--- src/rtl/emailbox_tx.sv ---
// emailbox_tx: outbound mailbox, queues 64-bit messages and sends each as LO then HI 32-bit writes
module emailbox_tx #(
    parameter int DW   = 32,
    parameter int RFAW = 5,
    parameter int FAW  = 4
) (
    input  logic          clk,
    input  logic          reset,
    input  logic          mi_en,
    input  logic          mi_we,
    input  logic [19:0]   mi_addr,
    input  logic [DW-1:0] mi_din,
    output logic [DW-1:0] mi_dout,
    output logic          tx_access,
    output logic [31:0]   tx_dstaddr,
    output logic [DW-1:0] tx_data,
    input  logic          tx_wait,
    output logic          mbox_full,
    output logic          mbox_empty
);
    typedef enum logic [1:0] {IDLE, SEND_LO, SEND_HI} state_t;
    state_t          state_q;
    logic [2*DW-1:0] mem_q [2**FAW];
    logic [FAW-1:0]  wr_ptr_q, rd_ptr_q;
    logic [FAW:0]    cnt_q, cnt_d;
    logic [DW-1:0]   txlo_q, hold_hi_q, mi_dout_q, tx_data_q, rdata;
    logic [31:0]     dst_q, tx_dstaddr_q;
    logic [15:0]     txcount_q;
    logic            ovf_q, ovf_d, tx_access_q;
    logic [RFAW-1:0] idx;
    logic            wr, rd, push_req, push_ok, pop, accept, nonempty;
    logic [2*DW-1:0] head;
    logic            unused_addr;

    assign unused_addr = ^{mi_addr[19:RFAW+2], mi_addr[1:0]};

    always_comb begin
        idx      = mi_addr[RFAW+1:2];
        wr       = mi_en & mi_we;
        rd       = mi_en & ~mi_we;
        nonempty = |cnt_q;
        accept   = ~tx_wait;
        push_req = wr & (idx == RFAW'(1));
        // full is judged before any same-cycle pop, so a push at full is always dropped
        push_ok  = push_req & ~cnt_q[FAW];
        pop      = nonempty & ((state_q == IDLE) | ((state_q == SEND_HI) & accept));
        cnt_d    = cnt_q + (FAW+1)'(push_ok) - (FAW+1)'(pop);
        ovf_d    = (push_req & cnt_q[FAW]) | (ovf_q & ~(wr & (idx == RFAW'(3)) & mi_din[3]));
        head     = mem_q[rd_ptr_q];
        rdata    = idx == RFAW'(2) ? DW'(dst_q) :
                   idx == RFAW'(3) ? DW'({ovf_q, state_q != IDLE, cnt_q[FAW], nonempty}) :
                   idx == RFAW'(4) ? DW'(txcount_q) : '0;
    end

    always_ff @(posedge clk) begin
        if (push_ok & ~reset)
            mem_q[wr_ptr_q] <= {mi_din, txlo_q};
    end

    always_ff @(posedge clk) begin
        if (reset) begin
            state_q      <= IDLE;
            wr_ptr_q     <= '0;
            rd_ptr_q     <= '0;
            cnt_q        <= '0;
            txlo_q       <= '0;
            hold_hi_q    <= '0;
            mi_dout_q    <= '0;
            tx_data_q    <= '0;
            dst_q        <= '0;
            tx_dstaddr_q <= '0;
            txcount_q    <= '0;
            ovf_q        <= 1'b0;
            tx_access_q  <= 1'b0;
        end else begin
            if (wr & (idx == RFAW'(0)))
                txlo_q <= mi_din;
            if (wr & (idx == RFAW'(2)))
                dst_q <= {mi_din[31:2], 2'b00};
            if (rd)
                mi_dout_q <= rdata;
            cnt_q <= cnt_d;
            ovf_q <= ovf_d;
            if (push_ok)
                wr_ptr_q <= wr_ptr_q + 1'b1;
            if ((state_q == SEND_HI) & accept)
                txcount_q <= txcount_q + 16'd1;
            // DST is captured with the message so later TXDST writes only affect queued entries
            if (pop) begin
                rd_ptr_q     <= rd_ptr_q + 1'b1;
                hold_hi_q    <= head[2*DW-1:DW];
                tx_access_q  <= 1'b1;
                tx_dstaddr_q <= dst_q;
                tx_data_q    <= head[DW-1:0];
                state_q      <= SEND_LO;
            end else if ((state_q == SEND_LO) & accept) begin
                tx_dstaddr_q <= tx_dstaddr_q + 32'd4;
                tx_data_q    <= hold_hi_q;
                state_q      <= SEND_HI;
            end else if ((state_q == SEND_HI) & accept) begin
                tx_access_q <= 1'b0;
                state_q     <= IDLE;
            end
        end
    end

    assign mi_dout    = mi_dout_q;
    assign tx_access  = tx_access_q;
    assign tx_dstaddr = tx_dstaddr_q;
    assign tx_data    = tx_data_q;
    assign mbox_full  = cnt_q[FAW];
    assign mbox_empty = ~nonempty & (state_q == IDLE);
endmodule

--- config.mk ---
export PLATFORM = sky130hd
export DESIGN_NAME = emailbox_tx
export DESIGN_NICKNAME = d
export VERILOG_FILES = /design/src/rtl/emailbox_tx.sv
export SDC_FILE = /design/constraint.sdc
export NUM_CORES = 1
export LEC_CHECK = 0
export ABC_CLOCK_PERIOD_IN_PS = 4400
export BUFFER_PORTS_ARGS = -buffer_cell sky130_fd_sc_hd__clkbuf_2
export CAP_MARGIN = 15
export CORE_AREA = 2 2 373 375
export CTS_BUF_LIST = sky130_fd_sc_hd__clkbuf_4 sky130_fd_sc_hd__clkbuf_8
export CTS_CLUSTER_SIZE = 30
export DETAILED_ROUTE_END_ITERATION = 10
export DIE_AREA = 0 0 375 377
export SYNTH_ARGS = -nofsm -noshare
export SYNTH_HDL_FRONTEND = slang
export SYNTH_SLANG_ARGS = --single-unit
--- constraint.sdc ---
create_clock -name clk -period 4.4 [get_ports clk]
set_input_delay 0.44 -clock clk [delete_from_list [all_inputs] [get_ports clk]]
set_output_delay 0.44 -clock clk [all_outputs]
set_load 0.005 [all_outputs]
-- After elaboration in Yosys (flattened, before gate mapping)
Memories as Yosys holds them, arrays and structs flattened. A register that Yosys moved wholly into a read port is not among the register bits.
Cells that the tools add are included.
- $add $sub $neg: 6
- equal/unequal tests: 7
- mux-type cells: 17
- bitwise operators: 23
- reductions and logical operators: 10
- operators with widths (operator ; count):
    32-bit 2-to-1 mux ; 5
    32-bit by 3-bit adder with 32-bit output, second input constant ; 1
    16-bit 2-to-1 mux ; 2
    16-bit by 1-bit adder with 16-bit output, second input constant ; 1
    1-bit bitwise AND ; 15
    5-bit by 2-bit == test with 1-bit output, second input constant ; 2
    4-bit by 1-bit adder with 4-bit output, second input constant ; 2
    4-bit 2-to-1 mux ; 2
    2-bit nonzero test ; 4
    1-bit 2-to-1 mux ; 6
    1-bit NOT ; 6
    5-bit by 1-bit adder with 5-bit output ; 1
    5-bit by 1-bit == test with 1-bit output, second input constant ; 1
    5-bit by 3-bit == test with 1-bit output, second input constant ; 1
    5-bit zero test ; 1
    5-bit OR reduction ; 1
    5-bit by 1-bit subtractor with 5-bit output ; 1
    2-bit 2-to-1 mux ; 2
    3-bit nonzero test ; 1
    2-bit by 1-bit == test with 1-bit output, second input constant ; 1
    2-bit == test, second input constant ; 1
    2-bit zero test ; 1
    2-bit != test, second input constant ; 1
    1-bit bitwise OR ; 2
    2 further kinds ; 2
- register bits: 223
- memory bits (writable): 1024
- input bits: 57
- memories kept: 1
- memory list (name ; words ; bits a word ; rd ports ; clocked after memory_dff ; write ports ; line ; RTL):
    mem_q ; 16 ; 64 ; 1 ; 1 ; 1 ; 23 ; logic [2*DW-1:0] mem_q [2**FAW];

-- Logic depth before layout (Yosys ltp)
Gate-level depths: netlist of run 1.
- word-level depth: 6
- depth in mapped cells: 17
- depth with buffers taken out: 14

-- Worst setup path after synthesis of run 1
OpenSTA, ideal clock, no wires.
- path type: input port to flip-flop
- from: input mi_addr[5]
- to: memory mem_q[3][0] in the netlist's numbering, enable pin
- setup time: 486 ps
- data arrival time: 4047 ps
- required time: 3914 ps
- slack: -133 ps
- stages on the path: 4
- cell sequence: nor3_1 > nor4b_4 > nand2_1 > nor2_1
- word-level cells in the longest chain between the ends: 6
- ends and longest elaborated chain (element ; line ; RTL):
    from (decl) ; 11 ; input logic [19:0] mi_addr,
    5-bit by 1-bit == test with 1-bit output ; 43 ; push_req = wr & (idx == RFAW'(1));
    1-bit bitwise AND ; 43 ;
    1-bit bitwise AND ; 45 ; push_ok = push_req & ~cnt_q[FAW];
    1-bit bitwise AND ; 56 ; if (push_ok & ~reset)
    1-bit 2-to-1 mux ; 56 ;
    1-bit 2-to-1 mux (not written as such) ; 57 ; mem_q[wr_ptr_q] <= {mi_din, txlo_q};
    to (decl) ; 23 ;
No other way between the ends.

-- Worst setup path in the final report of run 1
- from: register cnt_q[3]
- to: output mbox_empty
- word-level cells in the longest chain between the ends: 3
- ends and longest elaborated chain (element ; line ; RTL):
    from (decl) ; 25 ; logic [FAW:0] cnt_q, cnt_d;
    from (signal assigned) ; 82 ; cnt_q <= cnt_d;
    5-bit OR reduction ; 41 ; nonempty = |cnt_q;
    1-bit NOT ; 112 ; assign mbox_empty = ~nonempty & (state_q == IDLE);
    1-bit bitwise AND ; 112 ;
    to (decl) ; 19 ; output logic mbox_empty
No other way between the ends.

==> impl_metrics.yaml, run 1 <==
sta:
  tightest_slew_ns: 1.03
  fin_tns_setup_ns: 0
  finalCritPeriodShare: 0.672
  rsz0062_at_grt: "false"
  holdWs_ns: 0.0709
  fin_worst_skew_ns: 0.0441
  setup_violations: 0
  maxSlewViolCount: 0
  fin_crit_ns: 2.96
  fmax_ghz: 0.338
  maxSlewHeadroom: 0.314
  hold_viol: 0
placed_design:
  gp_congestion: 0.829
  dp_hpwl_um: 70500
  io_buffers: 138
synthesis:
  ys.warnings.count: 0
  synth.cell_area_mm2: 0.0478
  ys.flop_type: "edfxtp_1"
  yosys.area_share.simple: 0.0477
  synth_xor_area_frac: 0.00421
  synth_compound_area_frac: 0.0527
  ys_ff_latch: 1249
  syn_avg_cell_area_um2: 17.6
  synthArstFlopShare: 0
  synthMuxAreaShare: 0.136
  ys_seq_area_frac: 0.737
  synth_edf_count: 1024
  synthAdderAreaFrac: 0.00356
  synth_cells: 2725
  yosysUniqueCellTypes: 61
  synth_top_family_by_area: "multiplexers"
critical_path:
  rrSetupSlack_ns: 1.51
  required_ns: 3.96
  critPathArrivalTime_ns: 2.52
  critical_path_class: "reg2out"
  crit_path_max_fanout: 3
  critPathCaptureType: "output pin"
  worstSetupStartpointType: "register"
detailed_routing:
  avgViaCountPerCell: 5.43
  drtPass1Iterations: 5
  wl_um: 128000
  drtIter0Drc: 3001
  antenna_left: 0
  wl_per_cell_um: 25.8
  num_vias: 26792
  post-route-drc-count: 0
clock_network:
  ctsHtreeMaxLevel: 4
  tritoncts: "done"
  cts_buffer_depth: 3
  numCtsBuffers: 189
  clock_latency_ns: 0.90
  ctsResizeCount: 0
  clk_pin_slew_worst_paths_ns: 0.06
  numClockSinks: 1249
  clockRootBuffer: "clkbuf_8"
global_route:
  grt_max_degree: 117
  antenna_found_initial: 4
  grt_pass1_wl_um: 182000
  grt_use_total: 0.178
  grt-ovfl-total: 0
  grt_pass1_vias: 26287
layout:
  final_nets: 3048
  final_cell_mix: "1,024 x edfxtp_1, 273 x nand2_1, 256 x mux4_2, 221 x dfxtp_1, 214 x clkbuf_8"
  areaGrowthSynthToFinish_pct: 15.4
  final_common_cell: "edfxtp_1"
  drive_gt1_frac: 0.275
  final_util: 0.403
pwr:
  p_leak_nw: 17.6
  power.density_mw_per_mm2: 509
  power_mw: 28.1
  peakVddDrop_v: 0.000752
floorplan:
  core_area_mm2: 0.137
  fp.dieW_um: 375
  rows: 136
  num_io_pins: 156
  die_area_mm2: 0.141
  start_util: 0.349
  die_h_um: 377
run:
  cap_violations: 0
outcome:
  status: "finished clean"
hold_path:
  hp-class: "in2reg"
-- sequential cells by signal, summed over array words and instances, names as in the netlist, named ones only --
signal	cells
mem_q	1024
hold_hi_q	32
mi_dout	32
tx_data	32
txlo_q	32
dst_q	30
tx_dstaddr	30
txcount_q	16
cnt_q	5
rd_ptr_q	4
wr_ptr_q	4
state_q	2
ovf_q	1
tx_access	1
-- synthesized netlist by cell type (19+ instances only) --
master | count | area [um2]
edfxtp_1 | 1024 | 30700
nand2_1 | 273 | 1020
mux4_2 | 256 | 5770
dfxtp_1 | 225 | 4500
a21oi_1 | 180 | 901
nor2_1 | 109 | 409
clkbuf_1 | 89 | 334
a31oi_1 | 75 | 469
a22oi_1 | 70 | 526
buf_2 | 42 | 210
mux2i_1 | 38 | 380
o21ai_0 | 37 | 185
mux2_2 | 34 | 383
buf_4 | 29 | 218
nor3_1 | 22 | 110
nand3_1 | 19 | 95.1
-- per-layer routing --
layer / part of all wire / vias up / GRT usage
met4: 0.024 / 0 / 0.0539
li1: - / 11376 / -
met5: 0 / - / 0
met1: 0.45 / 14053 / 0.258
met3: 0.085 / 190 / 0.0402
met2: 0.44 / 1173 / 0.267
-- critical path: stages, from the launching register on --
cell      delay, ns
dfxtp_1        0.32
inv_1          0.08
ha_1           0.15
or4b_2         0.65
nor3_1         0.28
clkbuf_2       0.18
-- cell families (layout without fill, tap and decap cells) --
kind of cell | count (synthesis) | in the layout
AND/OR/NAND/NOR | 509 | 509
XOR/XNOR | 23 | 23
adder cells (fa/ha/maj) | 13 | 13
flip-flops | 1249 | 1249
multiplexers | 328 | 328
other | 1 | 5
buffers and inverters | 185 | 599
AO/OA/AOI/OAI | 417 | 417
-- final cells by class --
cell class | instances | area [um2]
antenna | 3 | 7.51
clock buffer | 291 | 3520
clock inverter | 62 | 463
fill | 12268 | 81800
inverter | 11 | 41.3
multi-input combinational | 1292 | 11900
sequential | 1249 | 35300
tap | 1794 | 2240
timing repair buffer | 235 | 1790
-- through the flow --
| stage | instance area [um2] | std cells | setup WS, ns |
|---|---|---|---|
| after floorplan | 47900 | 2726 | -0.133 |
| after global placement | 50900 | 4552 | 1.08 |
| after detailed placement | 50900 | 4552 | 1.04 |
| after CTS | 55200 | 4934 | 1.35 |
| after global routing | 55200 | 4935 | 1.36 |
| final | 55200 | 4937 | 1.44 |
-- power by group --
part           switching [mW]  internal (mW)
clock                    4.55           5.36
sequential              0.415           13.0
combinational            2.75           2.01
-- path summary, 6_finish.rpt --
path | startpoint | end | cells past startpoint
worst min-delay path | mi_din[12] | dst_q[12] | 3
worst max register to register | tx_dstaddr[4] | tx_dstaddr[29] | 5
worst max-delay path | cnt_q[3] | mbox_empty | 5
worst min register to register | mi_dout[19] | mi_dout[19] | 2
-- timing repair --
action	4_1_cts	5_1_grt
hold endpoints to repair	353	0
hold buffers	29	0
setup buffers	0	0
Power figures use the tool's default switching activity.
==> inputs of run 2 (changes only) <==
==> config.mk (replaced) <==
export PLATFORM = sky130hd
export DESIGN_NAME = emailbox_tx
export DESIGN_NICKNAME = d
export VERILOG_FILES = /design/src/rtl/emailbox_tx.sv
export SDC_FILE = /design/constraint.sdc
export NUM_CORES = 1
export LEC_CHECK = 0
export ABC_AREA = 1
export ABC_CLOCK_PERIOD_IN_PS = 2900
export BUFFER_PORTS_ARGS = -buffer_cell sky130_fd_sc_hd__clkbuf_2
export CAP_MARGIN = 15
export CORE_AREA = 2 2 395 397
export CTS_BUF_LIST = sky130_fd_sc_hd__clkbuf_4 sky130_fd_sc_hd__clkbuf_8
export CTS_CLUSTER_SIZE = 30
export DETAILED_ROUTE_END_ITERATION = 10
export DIE_AREA = 0 0 397 399
export SYNTH_ARGS = -nofsm -noshare
export SYNTH_HDL_FRONTEND = slang
export SYNTH_SLANG_ARGS = --single-unit
==> constraint.sdc (replaced) <==
create_clock -name clk -period 2.9 [get_ports clk]
set_input_delay 0.29 -clock clk [delete_from_list [all_inputs] [get_ports clk]]
set_output_delay 0.29 -clock clk [all_outputs]
set_load 0.005 [all_outputs]
==> impl_metrics.yaml, run 2 <==
pwr:
  p_leak_nw: 25.4
  power.density_mw_per_mm2: 744
  power_mw: 45.8
  peakVddDrop_v: 0.000762
synthesis:
  synthMostInstantiatedCell: "nand2_1"
  ys_ff_latch: 1249
  synthTopCellsByCount: "1,631 x nand2_1, 1,024 x edfxtp_1, 925 x inv_1"
  ys.warnings.count: 0
  synth_edf_count: 1024
  ys_seq_area_frac: 0.657
  synth_top_area_share: 0.573
  synth_area_leaders: "edfxtp_1 57%, nand2_1 11%, dfxtp_1 8.4%, nand3_1 7.9%, inv_1 6.5%"
  synth.cell_area_mm2: 0.0536
  ys.flop_type: "edfxtp_1"
  synth_cells: 5542
  yosysUniqueCellTypes: 41
  synthArstFlopShare: 0
  synth_top_cell_by_area: "edfxtp_1"
  syn_avg_cell_area_um2: 9.68
critical_path:
  crit_path_max_fanout: 6
  required_ns: 3.71
  worstSetupStartpointType: "input port"
  reg2reg_depth: 13
  critPathCaptureType: "register"
  critical_path_class: "in2reg"
  reg2reg_to: "cnt_q[4]"
  critPathArrivalTime_ns: 3.60
  r2r-start: "cnt_q[2]"
  startpoint: "mi_addr[3]"
  rrSetupSlack_ns: 0.41
sta:
  maxSlewHeadroom: 0.219
  fin_tns_setup_ns: 0
  fin_worst_skew_ns: 0.0620
  hold_viol: 0
  maxSlewViolCount: 0
  finalWorstSetupSlack_ns: 0.115
  fmax_ghz: 0.359
  setup_violations: 0
  tightest_slew_ns: 1.17
  finalCritPeriodShare: 0.960
  fin_crit_ns: 2.78
  rsz0062_at_grt: "false"
outcome:
  status: "finished clean"
detailed_routing:
  wl_um: 151000
  num_vias: 38557
  drtIter0Drc: 3868
  drtPass1Iterations: 6
  post-route-drc-count: 0
  antenna_left: 0
  avgViaCountPerCell: 4.86
  wl_per_cell_um: 19.1
placed_design:
  gp_congestion: 0.841
  placed_area_mm2: 0.0572
  pre_cts_ws_ns: 0.304
  io_buffers: 138
  dp_hpwl_um: 82200
clock_network:
  ctsResizeCount: 0
  cts_hold_buffers: 45
  numCtsBuffers: 196
  ctsHtreeMaxLevel: 4
  clk_pin_slew_worst_paths_ns: 0.06
  tritoncts: "done"
  numClockSinks: 1249
  clockRootBuffer: "clkbuf_8"
  postCtsSetupBuffers: 0
  cts_buffer_depth: 3
  clock_latency_ns: 0.90
global_route:
  antenna_found_initial: 8
  grt-ovfl-total: 0
  grt_pass1_wl_um: 228000
  grt_max_degree: 157
  grt_pass1_vias: 36745
  grt_use_total: 0.189
hold_path:
  hold_path_end: "mem_q[4][43]"
  worstHoldPathCells: 1
  hp-class: "in2reg"
  min_from: "mi_din[11]"
layout:
  design_area_mm2: 0.0616
  final_common_cell: "nand2_1"
  drive_gt1_frac: 0.102
  areaGrowthSynthToFinish_pct: 14.8
  largest_reg_flops: 1024
  final_nets: 5802
  n_fill_cell: 14843
  final_cell_mix: "1,627 x nand2_1, 1,024 x edfxtp_1, 922 x inv_1, 846 x nand3_1, 221 x dfxtp_1"
  final-seq-area_mm2: 0.0353
  largest_register: "mem_q"
  multi_input_area_mm2: 0.0136
floorplan:
  start_util: 0.349
  core_area_mm2: 0.154
  die_h_um: 399
  die_area_mm2: 0.158
  num_io_pins: 156
  fp.dieW_um: 397
  rows: 144
run:
  cap_violations: 0
-- run 2: cell count changes in the layout (fill, tap and decap cells not counted), moves of 69 or more --
cell,change
nand2_1,+1354
inv_1,+911
nand3_1,+827
mux4_2,-256
o21ai_0,+81
a22oi_1,-70
a31oi_1,-69
-- run 2: kinds of logic after synthesis --
kind of cell | synth area share
and+or+nand+nor | 0.211
DFF | 0.657
buffers and inverters | 0.0915
AOI/OAI and AO/OA | 0.0356
adders and majority gates | 0.00317
xor gates and xnor gates | 0.00163
other | 0.0000699
-- run 2: per-stage QoR --
step,utilization,hold slack [ns],cells
2_1_floorplan,-,0.389,5543
4_1_cts,0.401,0.0255,7940
3_5_place_dp,0.372,0.459,7533
5_1_grt,0.401,0.0914,7941
3_3_place_gp,0.372,0.453,7533
6_report,0.401,0.117,7941
-- run 2: cell type report --
| type | instances | area share |
|---|---|---|
| antenna | 1 | 0.0000406 |
| clock buffer | 294 | 0.0576 |
| clock inverter | 68 | 0.00664 |
| inverter | 931 | 0.0574 |
| multi-input combinational | 3072 | 0.222 |
| sequential | 1249 | 0.573 |
| tap | 2044 | 0.0415 |
| timing repair buffer | 282 | 0.0425 |
-- run 2: where the power goes --
part / leakage, nW / switching (mW) / internal [mW]
clock: 2.09 / 7.09 / 8.01
combinational: 12.0 / 7.63 / 3.00
sequential: 11.3 / 0.370 / 19.7
-- run 2: critical path, stage by stage --
cell and delay [ns]:
dlygate4sd3_1 0.54, clkbuf_2 0.15, inv_4 0.07, nand2_2 0.05
dlygate4sd3_1 0.57, nor3_2 0.27, nand2_2 0.17, inv_4 0.12
nand2_1 0.06, nand2_1 0.07, ha_1 0.16, inv_1 0.06
fa_1 0.42, o31ai_1 0.32, o21ai_0 0.12, a21oi_1 0.16
-- run 2: per-layer routing --
metal	vias up	track usage	wire, um
met1	18469	0.267	67500
li1	18365	-	-
met3	253	0.0303	11600
met2	1466	0.293	68100
met5	-	0	30
met4	4	0.0664	4050
-- run 2: worst max-delay path by stage --
stage,to
2_1_floorplan,mem_q[7][0]
6_report,cnt_q[4]
3_3_place_gp,cnt_q[4]
3_5_place_dp,cnt_q[4]
4_1_cts,cnt_q[4]
5_1_grt,cnt_q[4]
